==> config.mk <==
export PLATFORM = sky130hd
export DESIGN_NAME = spi_master_ctrl
export DESIGN_NICKNAME = d
export VERILOG_FILES = /design/src/rtl/spi_master_ctrl.sv
export SDC_FILE = /design/constraint.sdc
export NUM_CORES = 1
export LEC_CHECK = 0
export ABC_AREA = 1
export CAP_MARGIN = 40
export CORE_MARGIN = 4
export CORE_UTILIZATION = 40
export CTS_BUF_LIST = sky130_fd_sc_hd__clkbuf_4 sky130_fd_sc_hd__clkbuf_8 sky130_fd_sc_hd__clkbuf_16
export DETAILED_ROUTE_END_ITERATION = 10
export PLACE_DENSITY = 0.76
export SLEW_MARGIN = 20
export SYNTH_ARGS = -nofsm -noshare
export SYNTH_HDL_FRONTEND = slang
export SYNTH_SLANG_ARGS = --single-unit
==> constraint.sdc <==
create_clock -name clk -period 1.2 [get_ports clk]
set_input_delay 0.12 -clock clk [delete_from_list [all_inputs] [get_ports clk]]
set_output_delay 0.12 -clock clk [all_outputs]
set_load 0.005 [all_outputs]
==> src/rtl/spi_master_ctrl.sv <==
// Register-access SPI master (mode 0, MSB first) for converter control ports.
// One command per valid/ready handshake; returns read data or a write completion pulse.
//
// state | meaning
// ------+-------------------------------------------------------------
// IDLE  | ready for a command, ss high
// SETUP | ss low, first frame bit on mosi before the first sck rise
// HIGH  | sck high half-period; miso sampled as sck rises
// LOW   | sck low half-period; next bit on mosi, or ss hold after last bit
// GAP   | ss high guard time between frames
// DONE  | rsp_valid pulse, then back to IDLE
module spi_master_ctrl #(
  parameter int ADDR_BITS = 8,
  parameter int DATA_BITS = 8,
  parameter int SCK_DIV   = 2,
  parameter int SS_GAP    = 4
) (
  input  logic                 clk,
  input  logic                 reset,
  input  logic                 cmd_valid,
  output logic                 cmd_ready,
  input  logic                 cmd_read,
  input  logic [ADDR_BITS-2:0] cmd_addr,
  input  logic [DATA_BITS-1:0] cmd_wdata,
  output logic                 rsp_valid,
  output logic [DATA_BITS-1:0] rsp_rdata,
  output logic                 busy,
  output logic                 sck,
  output logic                 ss,
  output logic                 mosi,
  input  logic                 miso
);

  localparam int FRAME_BITS = ADDR_BITS + DATA_BITS;
  localparam int CNT_MAX    = (SCK_DIV > SS_GAP) ? SCK_DIV : SS_GAP;
  localparam int CNT_W      = (CNT_MAX > 1) ? $clog2(CNT_MAX) : 1;
  localparam int BIT_W      = $clog2(FRAME_BITS);

  localparam logic [CNT_W-1:0] DIV_LOAD  = CNT_W'(SCK_DIV - 1);
  localparam logic [CNT_W-1:0] GAP_LOAD  = CNT_W'(SS_GAP - 1);
  localparam logic [BIT_W-1:0] BITS_LOAD = BIT_W'(FRAME_BITS - 1);

  typedef enum logic [2:0] {
    S_IDLE,
    S_SETUP,
    S_HIGH,
    S_LOW,
    S_GAP,
    S_DONE
  } state_t;

  state_t                state_q, state_d;
  logic [CNT_W-1:0]      cnt_q, cnt_d;
  logic [BIT_W-1:0]      bits_q, bits_d;
  logic [FRAME_BITS-1:0] frame_q;
  logic [DATA_BITS-1:0]  rx_q;
  logic [DATA_BITS:0]    rx_shift;
  logic                  read_q;
  logic                  accept;
  logic                  shift_tx;
  logic                  sample_rx;
  logic                  ss_d;
  logic                  sck_d;
  logic                  mosi_d;
  logic                  rsp_d;

  assign accept   = (state_q == S_IDLE) && cmd_ready && cmd_valid;
  assign rx_shift = {rx_q, miso};

  always_comb begin
    state_d   = state_q;
    cnt_d     = cnt_q;
    bits_d    = bits_q;
    ss_d      = 1'b1;
    sck_d     = 1'b0;
    mosi_d    = 1'b0;
    shift_tx  = 1'b0;
    sample_rx = 1'b0;
    rsp_d     = 1'b0;
    case (state_q)
      S_IDLE: begin
        if (accept) begin
          state_d = S_SETUP;
          cnt_d   = DIV_LOAD;
          bits_d  = BITS_LOAD;
        end
      end
      S_SETUP: begin
        ss_d   = 1'b0;
        mosi_d = frame_q[FRAME_BITS-1];
        if (cnt_q == '0) begin
          state_d = S_HIGH;
          cnt_d   = DIV_LOAD;
        end else begin
          cnt_d = cnt_q - 1'b1;
        end
      end
      S_HIGH: begin
        ss_d      = 1'b0;
        sck_d     = 1'b1;
        mosi_d    = frame_q[FRAME_BITS-1];
        sample_rx = (cnt_q == DIV_LOAD);
        if (cnt_q == '0) begin
          state_d  = S_LOW;
          cnt_d    = DIV_LOAD;
          // Shift one cycle early so the new bit lands on mosi with the sck fall;
          // after the last bit the frame is held so mosi stays put through ss hold.
          shift_tx = (bits_q != '0);
        end else begin
          cnt_d = cnt_q - 1'b1;
        end
      end
      S_LOW: begin
        ss_d   = 1'b0;
        mosi_d = frame_q[FRAME_BITS-1];
        if (cnt_q == '0) begin
          if (bits_q == '0) begin
            state_d = S_GAP;
            cnt_d   = GAP_LOAD;
          end else begin
            state_d = S_HIGH;
            cnt_d   = DIV_LOAD;
            bits_d  = bits_q - 1'b1;
          end
        end else begin
          cnt_d = cnt_q - 1'b1;
        end
      end
      S_GAP: begin
        if (cnt_q == '0) begin
          state_d = S_DONE;
        end else begin
          cnt_d = cnt_q - 1'b1;
        end
      end
      S_DONE: begin
        rsp_d   = 1'b1;
        state_d = S_IDLE;
      end
      default: begin
        state_d = S_IDLE;
      end
    endcase
  end

  always_ff @(posedge clk or negedge reset) begin
    if (!reset) begin
      state_q <= S_IDLE;
      cnt_q   <= '0;
      bits_q  <= '0;
    end else begin
      state_q <= state_d;
      cnt_q   <= cnt_d;
      bits_q  <= bits_d;
    end
  end

  always_ff @(posedge clk or negedge reset) begin
    if (!reset) begin
      frame_q <= '0;
      read_q  <= 1'b0;
      rx_q    <= '0;
    end else begin
      if (accept) begin
        frame_q <= {cmd_read, cmd_addr, (cmd_read ? {DATA_BITS{1'b0}} : cmd_wdata)};
        read_q  <= cmd_read;
      end else if (shift_tx) begin
        frame_q <= {frame_q[FRAME_BITS-2:0], 1'b0};
      end
      // Address-phase samples fall off the top; only the data-phase bits survive.
      if (sample_rx) begin
        rx_q <= rx_shift[DATA_BITS-1:0];
      end
    end
  end

  // Pin and handshake registers trail the state register by one cycle.
  always_ff @(posedge clk or negedge reset) begin
    if (!reset) begin
      ss        <= 1'b1;
      sck       <= 1'b0;
      mosi      <= 1'b0;
      cmd_ready <= 1'b0;
      busy      <= 1'b0;
      rsp_valid <= 1'b0;
      rsp_rdata <= '0;
    end else begin
      ss        <= ss_d;
      sck       <= sck_d;
      mosi      <= mosi_d;
      cmd_ready <= (state_q == S_IDLE) && !accept;
      busy      <= accept || (state_q != S_IDLE);
      rsp_valid <= rsp_d;
      if (rsp_d) begin
        rsp_rdata <= read_q ? rx_q : '0;
      end
    end
  end

endmodule

==> impl_summary.md, run 1 <==
Critical path
On the critical path, the stage with the largest delay is an instance of dfrtp_1. For flop-to-flop paths, the worst setup slack is -0.25 ns. STA classifies the critical path endpoint as a flip-flop. The arrival time of the worst setup path is about 1.7 ns. The launching element of the worst setup path is state_q[2].

In this run the critical register-to-register path is launched from state_q[2]. The kind of launch point of the worst setup path is a flip-flop. The critical path is of the reg -> reg type.

Measured in cells, the most critical reg-to-reg path has a length of 7. The largest stage delay on the critical path is around 0.44 ns. The critical path goes through buf_6 -> nor3_4 -> buf_6 -> nand2_8 -> buf_12 -> nand3_1 -> nand2_1. For the worst setup path, the data required time is 1.40 ns. The maximum fanout along the worst path is 5. In this run the critical register-to-register path is captured at frame_q[14]. The cell that appears most often on the critical path is buf_6.

Clocking
The source-to-sink clock delay at the later pin of the worst-skew pair is 0.32 ns. The cell chosen for the clock root is clkbuf_8. The clock sink count is 48. Counting the buffers created by CTS gives 5. The register clock-pin slew on the reported worst setup and hold paths is around 0.1 ns. The number of buffers on the longest clock path is 2.

The TritonCTS clock tree is yes. The H-tree depth is 2.

Power
The leakage power total is a little over 2 nW. The power density over the cells is 2170 mW/mm^2. The worst vdd rail ir drop is approximately 1200 uV.

Outcome
The flow ran to the end, but the final reports show violations. The final reports fail on negative setup slack.

STA
In the post-route analysis, the smallest setup slack over all paths is -0.246 ns. The number of slew-limit violations in the final report is 0. The post-route setup TNS is -7.05 ns. Counting I/O delays and the setup requirement, the final critical path takes approximately 1.4 ns. The clock tree skew after final layout is about 0.013 ns. The final critical-path share of the clock period is 1.21.

The worst hold-check slack is between 0.3 and 0.4 ns. In this run the tightest slew margin relative to its limit is 0.616. The pin slew with the least headroom to its limit is 0.576 ns. Setup violations remaining at the end of the flow were counted as 45.

Setup repair after global routing could not meet its margin everywhere. Derived from the worst setup path, the maximum achievable clock frequency is between 0.6 and 0.7 GHz. The final count of hold timing violations is 0.

Synth
In the post-synthesis netlist, the cell with the most instances is nand2_1. The largest area contributor in the netlist is dfrtp_1. The area share of the largest cell type after synthesis is 0.485.

The synthesized area per cell is 7.78 sq um. The count of yosys warnings during synthesis is 0. Of all flip-flops after synthesis, the portion carrying an async set or reset was 1.00. When the netlist entered floorplanning its net count stood at ~340. Sorting the synthesized cells by area gives the leading types as dfrtp_1 48%, nand2_1 20%, nand3_1 8.7%. The summed instance area of the synthesized netlist is about 0.0024 sq mm. The share of the Yosys chip area taken by registers is 0.495. The gate count of the mapped netlist is roughly 310.

The distinct cell type count of the synthesized netlist is 24. By count the netlist is led by 129 x nand2_1, 47 x dfrtp_1, 42 x nand3_1, 32 x inv_1, 14 x nor2_1. After synthesis the netlist holds a flip-flop and latch count of between 40 and 50. The number of flops mapped to enable cells by yosys is 0. The leading register cell type out of synthesis is dfrtp_1.

Job
Max-cap violations in this run came to 0.

Floorplanning
For this configuration, the core starts out at a cell density of 0.410. The floorplan step set the die width to between 80 and 90 um. From bottom edge to top edge, the die measures around 86 um. The core region is between 0.005 and 0.006 sq mm. The die covers around 0.0074 sq mm.

The floorplan has 28 rows. The number of top-level pins is 34.

Routing
The wire length after detailed routing is approximately 7600 um. The post-detailed-route count of antenna-violating nets is 0. The first-pass iteration count of the detailed router is 4.

The routed length per instance is 15.9 um. For this run, design rule violations remaining after detail routing come to 0. The vias per cell is between 5 and 6.

After the first detailed-routing iteration, the DRC count stood at around 180. The detailed-route via count is 2,447.

Global routing
The first global-routing pass estimated approximately 12,000 um of wire. The overall global routing resource usage is 0.209. The number of global-route vias before repair is roughly 2,500. Entering global routing, the biggest net connects 49 pins. The global-route congestion overflow total is 0. The number of antenna violations at the first check in global routing is 0.

Placement
The HPWL after detailed placement is 3730 um. The number of placed instances with taps included is approximately 440. Input and output buffers added on the ports amount to 33. The congestion estimate from routability-driven global placement came to 0.875.

Finish
The count of antenna diodes in the layout is 0. Summing all flip-flop and latch instances after layout gives around 0.0012 sq mm. The layout overhead on the synthesized area is 63.8%. In the final layout, the share of cells above drive strength 1 is 0.400.

The net count of the finished layout is between 400 and 500. The multi-input combinational cell area is 0.00141 sq mm. The finished layout holds 480 standard cells, fillers aside. Fill cells in the final layout number about 420.

Worst hold path
The min-delay analysis places its worst path in the category in -> async.
==> timing repair <==
item,CTS,global route
setup endpoints to repair,56,45
pin swaps,27,15
cloned,6,1
gates resized for setup,119,30
hold endpoints to repair,47,0
buffers inserted,19,6
hold buffers,1,0
==> cell usage in the layout, fill, tap and decap left out, drive strengths merged <==
cell and n:
ha 5, bufinv 1, dfrtp 47, nand4 5
or2 1, dlygate4sd2 13, nor3 2, o21ai 11
nand3 42, nand2 132, clkbuf 6, nor2 16
inv 34, clkinv 1, dlygate4sd3 1, a21oi 3
clkinvlp 1, buf 65, dfstp 1, clkdlybuf4s50 18
==> state kept, by name, indices dropped and copies added (netlist names) <==
name / count
read_q: 1
mosi: 1
sck: 1
cmd_ready: 1
ss: 1
rx_q: 8
rsp_valid: 1
state_q: 3
busy: 1
bits_q: 4
rsp_rdata: 8
frame_q: 16
cnt_q: 2
==> worst max-delay path by stage <==
stage	slack, ns	endpoint
after CTS	-0.16	frame_q[5]
after detailed placement	-0.19	frame_q[5]
after floorplan	-0.13	frame_q[10]
after global placement	-0.15	frame_q[2]
after global routing	-0.31	frame_q[10]
final	-0.25	frame_q[14]
==> per-stage QoR <==
| step | power (mW) | area, sq um | utilization | setup slack (ns) |
|---|---|---|---|---|
| after floorplan | 4.38 | 2470 | - | -0.128 |
| after global placement | 5.52 | 3100 | 0.523 | -0.149 |
| after global routing | 9.15 | 3980 | 0.671 | -0.307 |
| after CTS | 8.00 | 3800 | 0.641 | -0.159 |
| after detailed placement | 5.66 | 3100 | 0.523 | -0.189 |
| final | 8.63 | 3980 | 0.671 | -0.246 |
==> power by group <==
group          total, mW  switching, mW  internal, mW
combinational       4.79           2.52          2.27
clock               1.21          0.589         0.617
sequential          2.63          0.475          2.15
total               8.63           3.59          5.04
==> worst max-delay path: cells and delay by family, from the launching register on <==
| family | cells | cell delay (ns) |
|---|---|---|
| and+or+nand+nor | 4 | 0.45 |
| buffers and inverters | 3 | 0.45 |
| DFF | 1 | 0.44 |
==> routing by layer <==
metal | vias up | GRT usage | wire length [um]
met5 | - | 0 | 0
met4 | 0 | 0.0950 | 268
met3 | 28 | 0.0432 | 422
met2 | 83 | 0.371 | 4030
met1 | 1181 | 0.239 | 2890
li1 | 1155 | - | -
==> cell families (layout without fill, tap and decap cells) <==
family                     count (synthesis)  count (layout)  share of synthesized area
and+or+nand+nor                          198             198                      0.356
DFF                                       48              48                      0.495
buffers and inverters                     47             140                     0.0943
AOI/OAI and AO/OA                         14              14                     0.0289
adders and majority gates                  5               5                     0.0258
==> area by class of cell <==
type | instances | area share
Tap cell | 75 | 0.0236
Inverter | 34 | 0.0353
Multi-Input combinational cell | 217 | 0.353
Clock inverter | 3 | 0.0107
Clock buffer | 5 | 0.0173
Sequential cell | 48 | 0.303
Timing Repair Buffer | 98 | 0.257
Power figures use the tool's default switching activity.
==> run 2, diff against run 1 <==
- PLACE_DENSITY: 0.76 -> 0.73
- clock period: 1.2 -> 1.9 ns (I/O delays scaled with it)
==> impl_summary.md, run 2 (synthesis results as in run 1) <==
Global routing
The number of antenna violations at the first check in global routing is 0. The overall global routing resource usage is 0.132. The number of global-route vias before repair is about 1,800. The routing usage on met2 is 0.219.

For this run, global-route usage on met1 was measured as 0.170. The first global-routing pass estimated around 8000 um of wire. Entering global routing, the biggest net connects 28 pins. Summed over all layers, the global routing overflow is 0. The routing layer with the top usage in global route is met2. For met3 alone, demand over resource in global routing was 0.0269.

Clocking
The number of buffers inserted by post-CTS setup repair is 0. The post-cts repair resize count is 0. The clock sink count is 48. No sink is reached through more buffers than the 2 on the longest clock path. The source-to-sink clock delay at the later pin of the worst-skew pair is 0.30 ns. The register clock-pin slew on the reported worst setup and hold paths is 0.09 ns. Counting the buffers created by CTS gives 5. In this run the clock root is driven by a clkbuf_8. The H-tree depth is 2. The TritonCTS clock tree is yes.

Routing
Dividing the detail-routed wire length by the instance count gives approximately 11 um. The vias per cell is roughly 4.7. Wires add up to roughly 4700 um. The first detailed-routing pass took 4 iterations. The remaining design rule violation count is 0. In this run, the number of DRC markers left after iteration 0 of detailed routing was 94. The detailed-route via count is about 2,000. The post-detailed-route count of antenna-violating nets is 0.

Power
The power density over the cells is about 1300 mW/mm^2. Across the VDD grid, the largest voltage drop is between 500 and 600 uV. The power share of the sequential group is 0.420. The leakage power total is about 1.5 nW. The net load switching power is around 1.5 mW.

Of the total power, the clock network draws 0.198. The combinational group share of total power is 0.382. Of the total power, the share spent switching nets is 0.390. The internal power of the cells totals roughly 2.3 mW.

Finish
In the layout the commonest cells are 129 x nand2_1, 47 x dfrtp_1, 42 x nand3_1. The count of filler cells inserted in the layout is around 550. The sequential cell area in the final layout is approximately 0.0012 sq mm. In the final layout, the registers with the most flip-flops are frame_q: 16 flops, rsp_rdata: 8 flops, rx_q: 8 flops. The count of antenna diodes in the layout is 0. The number of flip-flops under the largest register name is 16. The multi-input combinational cell area is about 1000 sq um. The fraction of final layout cells sized beyond drive strength 1 is 0.0831. The layout overhead on the synthesized area is 20.7%. The final non-filler cell total is 424.

The post-route standard cell area excluding fillers is about 0.0029 sq mm. The most common library cell in the layout ignoring fill and taps is nand2_1. The register bank with the most flops is frame_q.

The final net count is 373.

Outcome
The flow ran to the end, and the final reports show no timing, DRC or antenna violations.

Worst hold path
The worst hold path belongs to the class in -> async.

Placement
Summing all placed instances gives a cell area of roughly 0.0028 sq mm. Routability-driven placement finished with a final weighted congestion of around 0.8. During placement, the flow inserted port buffers numbering 33. Detailed placement ended at an HPWL of between 3000 and 4000 um.

The number of placed instances with taps included is ~420.

STA
Setup repair after global routing left no endpoint under its margin. The worst slew margin relative to its limit is 0.609. The pin slew with the least headroom to its limit is 0.587 ns. The post-route setup TNS is 0 ns. The number of slew-limit violations in the final report is 0. Setup violations remaining at the end of the flow were counted as 0. Timing would allow up to between 0.6 and 0.7 GHz. The final critical path time including I/O delays and setup is about 1.6 ns. The final critical-path share of the clock period is 0.822. The clock arrives with just under 0.009 ns of skew. The final count of hold timing violations was 0.

Floorplanning
The placeable core region is between 0.005 and 0.006 sq mm. The effective utilization at floorplan is 0.410. The die covers roughly 0.0074 sq mm. The horizontal extent of the die is 85.9 um.

The floorplan has 28 rows. The number of top-level pins is 34. The die height is around 86 um.

Critical path
The worst endpoint required time is roughly 2.1 ns. STA classifies the critical path startpoint as a flip-flop. The critical path is of the reg -> reg type. The maximum fanout along the worst path is 17. At the worst endpoint, the arrival time is approximately 1.8 ns. The worst setup path is captured at a flip-flop.

Job
The number of maximum-capacitance constraint violations is 0.
-- run 2: changes by cell type in the layout (fill, tap and decap cells not counted), moves of 6 or more --
cell / delta
nand2_2: -23
dlygate4sd2_1: -13
buf_6: -23
buf_4: -24
o21ai_1: -6
inv_1: +6
clkdlybuf4s50_1: +14
nand3_2: -25
nand2_1: +29
o21ai_0: +11
nand3_1: +29
-- run 2: power groups by stage --
stage	clock (mW)	sequential (mW)	combinational, mW
after floorplan	0	1.53	1.19
after global placement	0	1.62	1.43
after detailed placement	0	1.63	1.47
after CTS	0.777	1.61	1.48
after global routing	0.827	1.65	1.68
final	0.762	1.61	1.46
-- run 2: final timing paths --
path,start,endpoint,slack [ns],cells past startpoint
worst min-delay path,reset,cnt_q[1],0.41,2
worst min register to register,bits_q[0],bits_q[0],0.49,2
worst max-delay path,bits_q[0],frame_q[7],0.34,9
min in group clk,cmd_wdata[0],frame_q[0],0.42,3
max in group asynchronous,reset,frame_q[5],0.89,3
worst max register to register,bits_q[0],frame_q[7],0.34,9
-- run 2: routing by layer --
metal  wire length [um]  share of wire
met4                 41         0.0088
met3                234          0.050
met5                  0              0
met1               2220           0.47
met2               2180           0.47
-- run 2: through the flow --
stage | hold WS (ns) | total power, mW | setup slack [ns] | utilization
4_1_cts | 0.414 | 3.87 | 0.335 | 0.495
6_report | 0.414 | 3.84 | 0.339 | 0.495
2_1_floorplan | -0.106 | 2.71 | 0.541 | -
5_1_grt | 0.440 | 4.16 | 0.153 | 0.495
3_5_place_dp | 0.232 | 3.10 | 0.321 | 0.474
3_3_place_gp | 0.222 | 3.05 | 0.339 | 0.474
-- run 2: timing repair --
action	CTS	global route
endpoints found under the setup margin	0	0
hold buffers	1	0
endpoints found under the hold margin	24	0
-- run 2: cell type report --
type | instances | area share
Timing Repair Buffer | 42 | 0.135
Multi-Input combinational cell | 217 | 0.340
Inverter | 34 | 0.0436
Clock inverter | 3 | 0.0158
Clock buffer | 5 | 0.0235
Tap cell | 75 | 0.0320
Sequential cell | 48 | 0.410
-- run 2: critical path, cell delays in order, from the launching register on --
cell,delay (ns)
dfrtp_1,0.38
inv_1,0.10
ha_1,0.24
nand2_1,0.07
nand2_1,0.08
inv_1,0.09
nand2_4,0.19
nand2_4,0.16
nand2_1,0.09
nand2_1,0.05
